## src/rtl/fp32_iter_divider.sv

```systemverilog
// fp32_iter_divider: sequential single-precision divider, result = a_i / b_i.
// The mantissa quotient is produced by a restoring radix-2 loop, one bit per
// clock, under a start/busy/done handshake. Denormal inputs are flushed to zero.
// The default build truncates toward zero.
// Optional build macro FP_DIV_ROUND_EN: iterate one extra step for a guard bit
// and round to nearest, ties to even. This adds one cycle of latency.
// Ports:
//   clk, rst          rising-edge clock, synchronous active-high reset
//   start             request, sampled only in IDLE
//   a_i, b_i          dividend / divisor packed {sign, exp, mant}
//   busy              high from the accepting edge until done
//   done              one-cycle pulse; result and flags valid from this cycle
//   result            packed quotient, held until overwritten by the next op
//   overflow          exponent overflow, result is signed infinity
//   underflow         exponent underflow, result is signed zero
//   div_by_zero       divisor is zero
module fp32_iter_divider #(
  parameter int unsigned EXP_W    = 8,
  parameter int unsigned MANT_W   = 23,
  parameter int unsigned EXP_BIAS = 127
) (
  input  logic                    clk,
  input  logic                    rst,
  input  logic                    start,
  input  logic [EXP_W+MANT_W:0]   a_i,
  input  logic [EXP_W+MANT_W:0]   b_i,
  output logic                    busy,
  output logic                    done,
  output logic [EXP_W+MANT_W:0]   result,
  output logic                    overflow,
  output logic                    underflow,
  output logic                    div_by_zero
);

  localparam int unsigned W  = 1 + EXP_W + MANT_W;
  localparam int unsigned RW = MANT_W + 2;
`ifdef FP_DIV_ROUND_EN
  localparam int unsigned STEPS = MANT_W + 3;
`else
  localparam int unsigned STEPS = MANT_W + 2;
`endif
  localparam int unsigned QW = STEPS;
  localparam int unsigned CW = $clog2(STEPS);
  localparam int unsigned EW = EXP_W + 2;

  typedef enum logic [1:0] {S_IDLE, S_ITER, S_NORM} state_e;

  state_e              state_q, state_d;
  logic [RW-1:0]       r_q, r_d;
  logic [MANT_W:0]     d_q, d_d;
  logic [QW-1:0]       q_q, q_d;
  logic [CW-1:0]       cnt_q, cnt_d;
  logic                sign_q, sign_d;
  logic [EXP_W-1:0]    ea_q, ea_d, eb_q, eb_d;
  logic                a_zero_q, a_zero_d, b_zero_q, b_zero_d;
  logic                busy_q, busy_d, done_q, done_d;
  logic [W-1:0]        result_q, result_d;
  logic                ovf_q, ovf_d, unf_q, unf_d, dbz_q, dbz_d;

  // Operand unpacking: exponent zero means the value is zero.
  logic [EXP_W-1:0]    ea_in, eb_in;
  logic                a_zero_in, b_zero_in;
  assign ea_in     = a_i[EXP_W+MANT_W-1:MANT_W];
  assign eb_in     = b_i[EXP_W+MANT_W-1:MANT_W];
  assign a_zero_in = (ea_in == '0);
  assign b_zero_in = (eb_in == '0);

  // One restoring step.
  logic                r_ge;
  logic [RW-1:0]       r_rem, r_step;
  logic [QW-1:0]       q_step;
  assign r_ge   = (r_q >= {1'b0, d_q});
  assign r_rem  = r_ge ? (r_q - {1'b0, d_q}) : r_q;
  assign r_step = {r_rem[RW-2:0], 1'b0};
  assign q_step = {q_q[QW-2:0], r_ge};

  // Normalisation, exponent and result packing from the finished quotient.
  logic                int_bit, carry, ovf_c, unf_c;
  logic [MANT_W-1:0]   mant;
  logic [EW-1:0]       e_calc;
  logic [W-1:0]        res_pack;
  logic                pk_ovf, pk_unf, pk_dbz;
`ifdef FP_DIV_ROUND_EN
  logic [MANT_W-1:0]   mant_t;
  logic [MANT_W:0]     mant_r;
  logic                guard, sticky, round_up;
`endif

  always_comb begin
    int_bit = q_q[QW-1];
`ifdef FP_DIV_ROUND_EN
    mant_t   = int_bit ? q_q[MANT_W+1:2] : q_q[MANT_W:1];
    guard    = int_bit ? q_q[1] : q_q[0];
    // With the integer bit set there is one spare fraction bit; it joins sticky.
    sticky   = (int_bit & q_q[0]) | (r_q != '0);
    round_up = guard & (sticky | mant_t[0]);
    mant_r   = {1'b0, mant_t} + (MANT_W+1)'(round_up);
    mant     = mant_r[MANT_W-1:0];
    carry    = mant_r[MANT_W];
`else
    mant  = int_bit ? q_q[MANT_W:1] : q_q[MANT_W-1:0];
    carry = 1'b0;
`endif
    e_calc = EW'(ea_q) - EW'(eb_q) + EW'(EXP_BIAS) - EW'(!int_bit) + EW'(carry);
    ovf_c  = ($signed(e_calc) >= $signed(EW'((1 << EXP_W) - 1)));
    unf_c  = ($signed(e_calc) <= $signed(EW'(0)));
    pk_ovf = 1'b0;
    pk_unf = 1'b0;
    pk_dbz = 1'b0;
    if (a_zero_q && b_zero_q) begin
      pk_dbz   = 1'b1;
      res_pack = {1'b0, {EXP_W{1'b1}}, 1'b1, {(MANT_W-1){1'b0}}};
    end else if (b_zero_q) begin
      pk_dbz   = 1'b1;
      res_pack = {sign_q, {EXP_W{1'b1}}, {MANT_W{1'b0}}};
    end else if (a_zero_q) begin
      res_pack = {sign_q, {(EXP_W+MANT_W){1'b0}}};
    end else if (ovf_c) begin
      pk_ovf   = 1'b1;
      res_pack = {sign_q, {EXP_W{1'b1}}, {MANT_W{1'b0}}};
    end else if (unf_c) begin
      pk_unf   = 1'b1;
      res_pack = {sign_q, {(EXP_W+MANT_W){1'b0}}};
    end else begin
      res_pack = {sign_q, e_calc[EXP_W-1:0], mant};
    end
  end

  // Next-state and output logic.
  always_comb begin
    state_d  = state_q;
    r_d      = r_q;
    d_d      = d_q;
    q_d      = q_q;
    cnt_d    = cnt_q;
    sign_d   = sign_q;
    ea_d     = ea_q;
    eb_d     = eb_q;
    a_zero_d = a_zero_q;
    b_zero_d = b_zero_q;
    busy_d   = busy_q;
    done_d   = 1'b0;
    result_d = result_q;
    ovf_d    = ovf_q;
    unf_d    = unf_q;
    dbz_d    = dbz_q;
    case (state_q)
      S_IDLE: begin
        if (start) begin
          sign_d   = a_i[W-1] ^ b_i[W-1];
          ea_d     = ea_in;
          eb_d     = eb_in;
          a_zero_d = a_zero_in;
          b_zero_d = b_zero_in;
          r_d      = a_zero_in ? '0 : {2'b01, a_i[MANT_W-1:0]};
          d_d      = b_zero_in ? '0 : {1'b1, b_i[MANT_W-1:0]};
          q_d      = '0;
          cnt_d    = '0;
          busy_d   = 1'b1;
          ovf_d    = 1'b0;
          unf_d    = 1'b0;
          dbz_d    = 1'b0;
          state_d  = S_ITER;
        end
      end
      S_ITER: begin
        r_d   = r_step;
        q_d   = q_step;
        cnt_d = cnt_q + CW'(1);
        if (cnt_q == CW'(STEPS - 1)) state_d = S_NORM;
      end
      S_NORM: begin
        result_d = res_pack;
        ovf_d    = pk_ovf;
        unf_d    = pk_unf;
        dbz_d    = pk_dbz;
        done_d   = 1'b1;
        busy_d   = 1'b0;
        state_d  = S_IDLE;
      end
      default: state_d = S_IDLE;
    endcase
  end

  // State register.
  always_ff @(posedge clk) begin
    if (rst) begin
      state_q  <= S_IDLE;
      r_q      <= '0;
      d_q      <= '0;
      q_q      <= '0;
      cnt_q    <= '0;
      sign_q   <= 1'b0;
      ea_q     <= '0;
      eb_q     <= '0;
      a_zero_q <= 1'b0;
      b_zero_q <= 1'b0;
      busy_q   <= 1'b0;
      done_q   <= 1'b0;
      result_q <= '0;
      ovf_q    <= 1'b0;
      unf_q    <= 1'b0;
      dbz_q    <= 1'b0;
    end else begin
      state_q  <= state_d;
      r_q      <= r_d;
      d_q      <= d_d;
      q_q      <= q_d;
      cnt_q    <= cnt_d;
      sign_q   <= sign_d;
      ea_q     <= ea_d;
      eb_q     <= eb_d;
      a_zero_q <= a_zero_d;
      b_zero_q <= b_zero_d;
      busy_q   <= busy_d;
      done_q   <= done_d;
      result_q <= result_d;
      ovf_q    <= ovf_d;
      unf_q    <= unf_d;
      dbz_q    <= dbz_d;
    end
  end

  assign busy        = busy_q;
  assign done        = done_q;
  assign result      = result_q;
  assign overflow    = ovf_q;
  assign underflow   = unf_q;
  assign div_by_zero = dbz_q;

endmodule

```

## config.mk

```make
export PLATFORM = sky130hd
export DESIGN_NAME = fp32_iter_divider
export DESIGN_NICKNAME = d
export VERILOG_FILES = /design/src/rtl/fp32_iter_divider.sv
export SDC_FILE = /design/constraint.sdc
export NUM_CORES = 1
export LEC_CHECK = 0
export CORE_MARGIN = 10
export CORE_UTILIZATION = 49
export DETAILED_ROUTE_END_ITERATION = 6
export HOLD_SLACK_MARGIN = 0.06
export PLACE_DENSITY = 0.74
export SLEW_MARGIN = 5
export SYNTH_ARGS = -nofsm -noshare
export SYNTH_HDL_FRONTEND = slang
export SYNTH_SLANG_ARGS = --single-unit
```

## constraint.sdc

```tcl
create_clock -name clk -period 4.71 [get_ports clk]
set_input_delay 0.471 -clock clk [delete_from_list [all_inputs] [get_ports clk]]
set_output_delay 0.471 -clock clk [all_outputs]
set_load 0.05 [all_outputs]
```

After elaboration in Yosys (flattened, before gate mapping)

Cells that the tools add are included.

Output and inout bits: 37
Input port bits: 67
Logic and storage cells: 77
Bits in registers: 137

Reductions and logical operators: 11
Multiplexer cells: 36
Magnitude comparators: 3
Eq/ne operators: 5
Add/subtract/negate cells: 5
Bitwise logic cells: 1

Operators with widths:

| kind                                                               | number |
|---|---|
| two-way mux 31 bit                                                 | 4 |
| one-hot mux 25 bit (2 select lines)                                | 2 |
| two-way mux 24 bit                                                 | 3 |
| two-way mux 25 bit                                                 | 2 |
| two-way mux 32 bit                                                 | 1 |
| greater-or-equal comparator 25 x 24 -> 1 bit                       | 1 |
| subtractor 24 bit                                                  | 1 |
| two-way mux 23 bit                                                 | 1 |
| logical NOT 8 bit                                                  | 2 |
| two-way mux 1 bit                                                  | 14 |
| adder 9 x 8 -> 10 bit, second input constant                       | 1 |
| greater-or-equal comparator 10 x 9 -> 1 bit, second input constant | 1 |
| <= comparator 10 x 1 -> 1 bit, second input constant               | 1 |
| one-hot mux 5 bit (2 select lines)                                 | 1 |
| subtractor 10 x 1 -> 10 bit                                        | 1 |
| subtractor 8 x 8 -> 9 bit                                          | 1 |
| one-hot mux 1 bit (2 select lines)                                 | 4 |
| AND reduction 2 bit                                                | 4 |
| adder 5 x 1 -> 5 bit, second input constant                        | 1 |
| == test 5 bit, second input constant                               | 1 |
| two-way mux 5 bit                                                  | 1 |
| two-way mux 2 bit                                                  | 2 |
| inequality test 2 bit, second input constant                       | 2 |
| one-hot mux 2 bit (2 select lines)                                 | 1 |
| 7 further kinds                                                    | 8 |

Logic depth before layout (Yosys ltp)

Depth in word-level cells: 10
Depth in mapped cells: 20
Gate-level depth less buffers: 19

Worst setup path before layout

OpenSTA, ideal clock, no wires.

Path kind: register to register
From: register ea_q[0]
To: register result_q[10] (netlist: result[10])
Path buffers: 1
Setup time: 0.115 ns
Cell stages (with the launch flop): 21
Setup slack: 1.020 ns
Arrival: 3.575 ns
Cells stage by stage: dfxtp_1 -> inv_1 -> ha_1 -> inv_1 -> fa_1 -> a21o_1 -> a21oi_2 -> o21bai_1 -> a21o_1 -> xor2_1 -> inv_1 -> ha_1 -> inv_1 -> nor2_1 -> a221oi_4 -> xnor2_1 -> a2111oi_4 -> nor2_1 -> nand4_2 -> buf_6 -> o21ai_2

Cells in the longest elaborated chain, start to end: 9

RTL lines:

| what                          | RTL line | RTL |
|---|---|---|
| start, declared               | 54       | `logic [EXP_W-1:0] ea_q, ea_d, eb_q, eb_d;` |
| start signal, assigned        | 194      | `ea_q <= '0;` |
| start signal, assigned        | 211      | `ea_q <= ea_d;` |
| subtractor 8 x 8 -> 9 bit *   | 104      | `e_calc = EW'(ea_q) - EW'(eb_q) + EW'(EXP_BIAS) - EW'(!int_bit) + EW'(carry);` |
| adder 9 x 8 -> 10 bit *       | 104      |  |
| subtractor 10 x 1 -> 10 bit * | 104      |  |
| <= comparator 10 x 1 -> 1 bit | 106      | `unf_c = ($signed(e_calc) <= $signed(EW'(0)));` |
| two-way mux 31 bit            | 121      | `end else if (unf_c) begin` |
| two-way mux 31 bit *          | 118      | `end else if (ovf_c) begin` |
| two-way mux 31 bit *          | 116      | `end else if (a_zero_q) begin` |
| two-way mux 31 bit *          | 113      | `end else if (b_zero_q) begin` |
| two-way mux 32 bit *          | 110      | `if (a_zero_q && b_zero_q) begin` |
| end signal, assigned          | 217      | `result_q <= result_d;` |
| end, declared                 | 57       | `logic [W-1:0] result_q, result_d;` |

Every way passes the cells marked *; elsewhere a longest branch is shown, timed or not.
A chain may end at the register's enable or synchronous reset.

Worst setup path in the final report

From: register ea_q[0]
To: register result_q[18] (netlist: result[18])

Same word-level chain as after synthesis.

==> out/results.txt <==
EDFF count, synth = 0
first-pass GRT wire length = 29.6 mm
port bufs = 103
RSZ-0062 raised after global routing = false
Seq cells post-synth = 137
Slew HR = 24.6%
Net Count, Synth = 971
worst-path fanout max = 22
# resized after CTS = 0
Gate Count Post-Synth = 861
ant diodes = 0
area grow syn2layout = 23.0%
routed wire length = 17.8 mm
DIE WIDTH = 144 µm
Reg power frac = 32.8%
Vias = 6558
vias in the first global route = 6236
Sw Share = 35.2%
fillcell total = 1325
CTS HTree Levels = 4
clock share of power = 33.1%
CP Capture Type = flip-flop
Routed Antenna Nets = 0
cell with the most instances after synthesis = dfxtp_1
Synth cell types = 70
worst ir drop on vdd = 0.000327 V
Fin. Hold Viols = 0
total CTS buffers = 17
Final setup viols = 0
CP startpoint kind = flip-flop
Comb pwr share = 34.2%
die area = 20600 µm²
CTS Root Buffer Type = clkbuf_16
Post-CTS Setup Bufs = 0
CP Data Arrival Time = 4460 ps
Clock Sinks = 137
Initial Util = 49.6%
Pre-antenna DRT Iters = 5
Leak = 3.57 nW
Internal Dissipation = 2.48 mW
worst reg-to-reg setup slack = 560 ps
# IOs = 104
period utilization = 88.2%
Post-synth ARST share = 0%
Worst Setup Path Type = flip-flop to flip-flop
Sw Pwr = 1.35 mW
sequential cell area fraction in the yosys report = 36.7%
mean post-synth cell area = 8.68 µm²
Clock Tree Buf Depth = 2
proportion of layout cells with a drive suffix above 1 = 11.1%
hold bufs inserted after CTS = 0
initial DRC count = 380
clock tree from TritonCTS = built
clk_lat worst skew = 430 ps
Overall Power = 3.83 mW
post-detail-place hpwl = 12.7 mm
post-route setup slack = 558 ps
Area contributors post-synth = dfxtp_1 (37%), ha_1 (6.7%), a21oi_1 (4.5%), nor2_1 (4.1%), nand2_1 (3.9%)
P per Cell Area = 416 nW/µm²
top cell type's share of synthesized area = 36.7%
Die Ht = 144 µm
worst endpoint required time = 5020 ps
pin count of the biggest net entering global routing = 69
minimum clock period = 4150 ps
yosys warns = 0
GRT overflow = 0
Synth area leader = dfxtp_1
wire per inst = 15.5 µm
type of the worst min-delay path = flip-flop to flip-flop
clk_skew = 10.2 ps
nets = 1057
status = finished, final reports clean
# rows = 45
Fin Setup TNS = 0 ps
Post-Syn Area = 7480 µm²
worst slew pin tran = 1130 ps
antenna violations before repair = 0
Most used DFF post-synth = dfxtp_1
Synth top cells by count = dfxtp_1 (137), nor2_1 (81), nand2_1 (77), a21oi_1 (67), inv_1 (56)
fin. max-slew vios = 0
fmax = 0.241 GHz
GPL Wtd Cong = 0.858
Vias/cell = 5.71
global router's overall resource usage = 17.5%
Core Area = 15100 µm²
max-cap viol count = 0
post-route DRC violation count = 0
dpl ws = 598 ps
Worst-path clk slew = 70 ps
==> worst paths after layout <==
check,cells past startpoint,endpoint,start
hold / removal,2,busy,busy
hold reg to reg,2,busy,busy
setup / recovery,20,result[18],ea_q[0]
setup reg to reg,20,result[18],ea_q[0]
==> critical path, stage by stage (launching register included) <==
cell and delay (ps):
dfxtp_1 310, inv_1 50, ha_1 150, inv_1 50, fa_1 390, a21o_1 210, a21oi_2 250, o21bai_1 90
a21o_1 200, xor2_1 190, inv_1 70, ha_1 290, inv_1 140, nor2_1 100, a221oi_4 340, xnor2_1 180
a2111oi_4 370, nor2_1 90, nand4_2 100, buf_4 330, o21ai_2 100
==> metrics by stage <==
| stage | cell area [µm²] | utilization [%] | hold slack, ps | instances |
|---|---|---|---|---|
| 6_report | 9200 | 61.0 | 453 | 1148 |
| 2_1_floorplan | 7480 | - | 426 | 861 |
| 3_3_place_gp | 8640 | 57.3 | 436 | 1116 |
| 4_1_cts | 9200 | 61.0 | 457 | 1148 |
| 3_5_place_dp | 8640 | 57.3 | 442 | 1116 |
| 5_1_grt | 9200 | 61.0 | 478 | 1148 |
==> placed cells by master (no fill, tap or decap), types with 23 or more instances in the layout <==
cell,instances
dfxtp_1,137
clkdlybuf4s50_1,102
nor2_1,79
nand2_1,76
a21oi_1,65
inv_1,56
ha_1,40
mux2i_1,28
nor3_1,26
a22oi_1,25
a22o_1,25
o21ai_2,23
==> logic make-up (layout without fill, tap and decap cells) <==
logic type                 Yosys count  in the layout  share of synthesized area (%)
and+or+nand+nor                    250            250                           15.4
adders and majority gates           43             43                           7.50
buffers and inverters              105            204                           5.57
DFF                                137            137                           36.7
AOI/OAI and AO/OA                  251            251                           24.8
muxes                               41             41                           5.71
xor gates and xnor gates            34             34                           4.33
==> routing by layer <==
layer | track usage [%] | vias up | part of all wire (%)
li1 | - | 3276 | -
met1 | 20.7 | 3116 | 45
met2 | 29.8 | 148 | 48
met3 | 4.65 | 18 | 5.3
met4 | 6.02 | 0 | 1.4
met5 | 0 | - | 0
==> sequential cells by signal, indices dropped and copies added, names as in the netlist, 2 cells and up <==
register  flops
cnt_q         5
d_q          24
ea_q          8
eb_q          8
q_q          25
r_q          25
result       32
state_q       2
==> area by class of cell <==
type,instances,area [µm²],area share (%)
Sequential cell,137,2740,29.8
Clock buffer,18,429,4.67
Tap cell,188,235,2.56
Timing Repair Buffer,115,1120,12.1
Inverter,57,215,2.34
Clock inverter,14,126,1.37
Multi-Input combinational cell,619,4330,47.1
==> power by group through the flow <==
stage	clock network [mW]	logic (mW)	registers, mW
2_1_floorplan	0	1.03	1.27
3_3_place_gp	0	1.28	1.28
3_5_place_dp	0	1.29	1.28
4_1_cts	1.29	1.30	1.25
5_1_grt	1.33	1.45	1.26
6_report	1.27	1.31	1.25
Power figures use the tool's default switching activity.
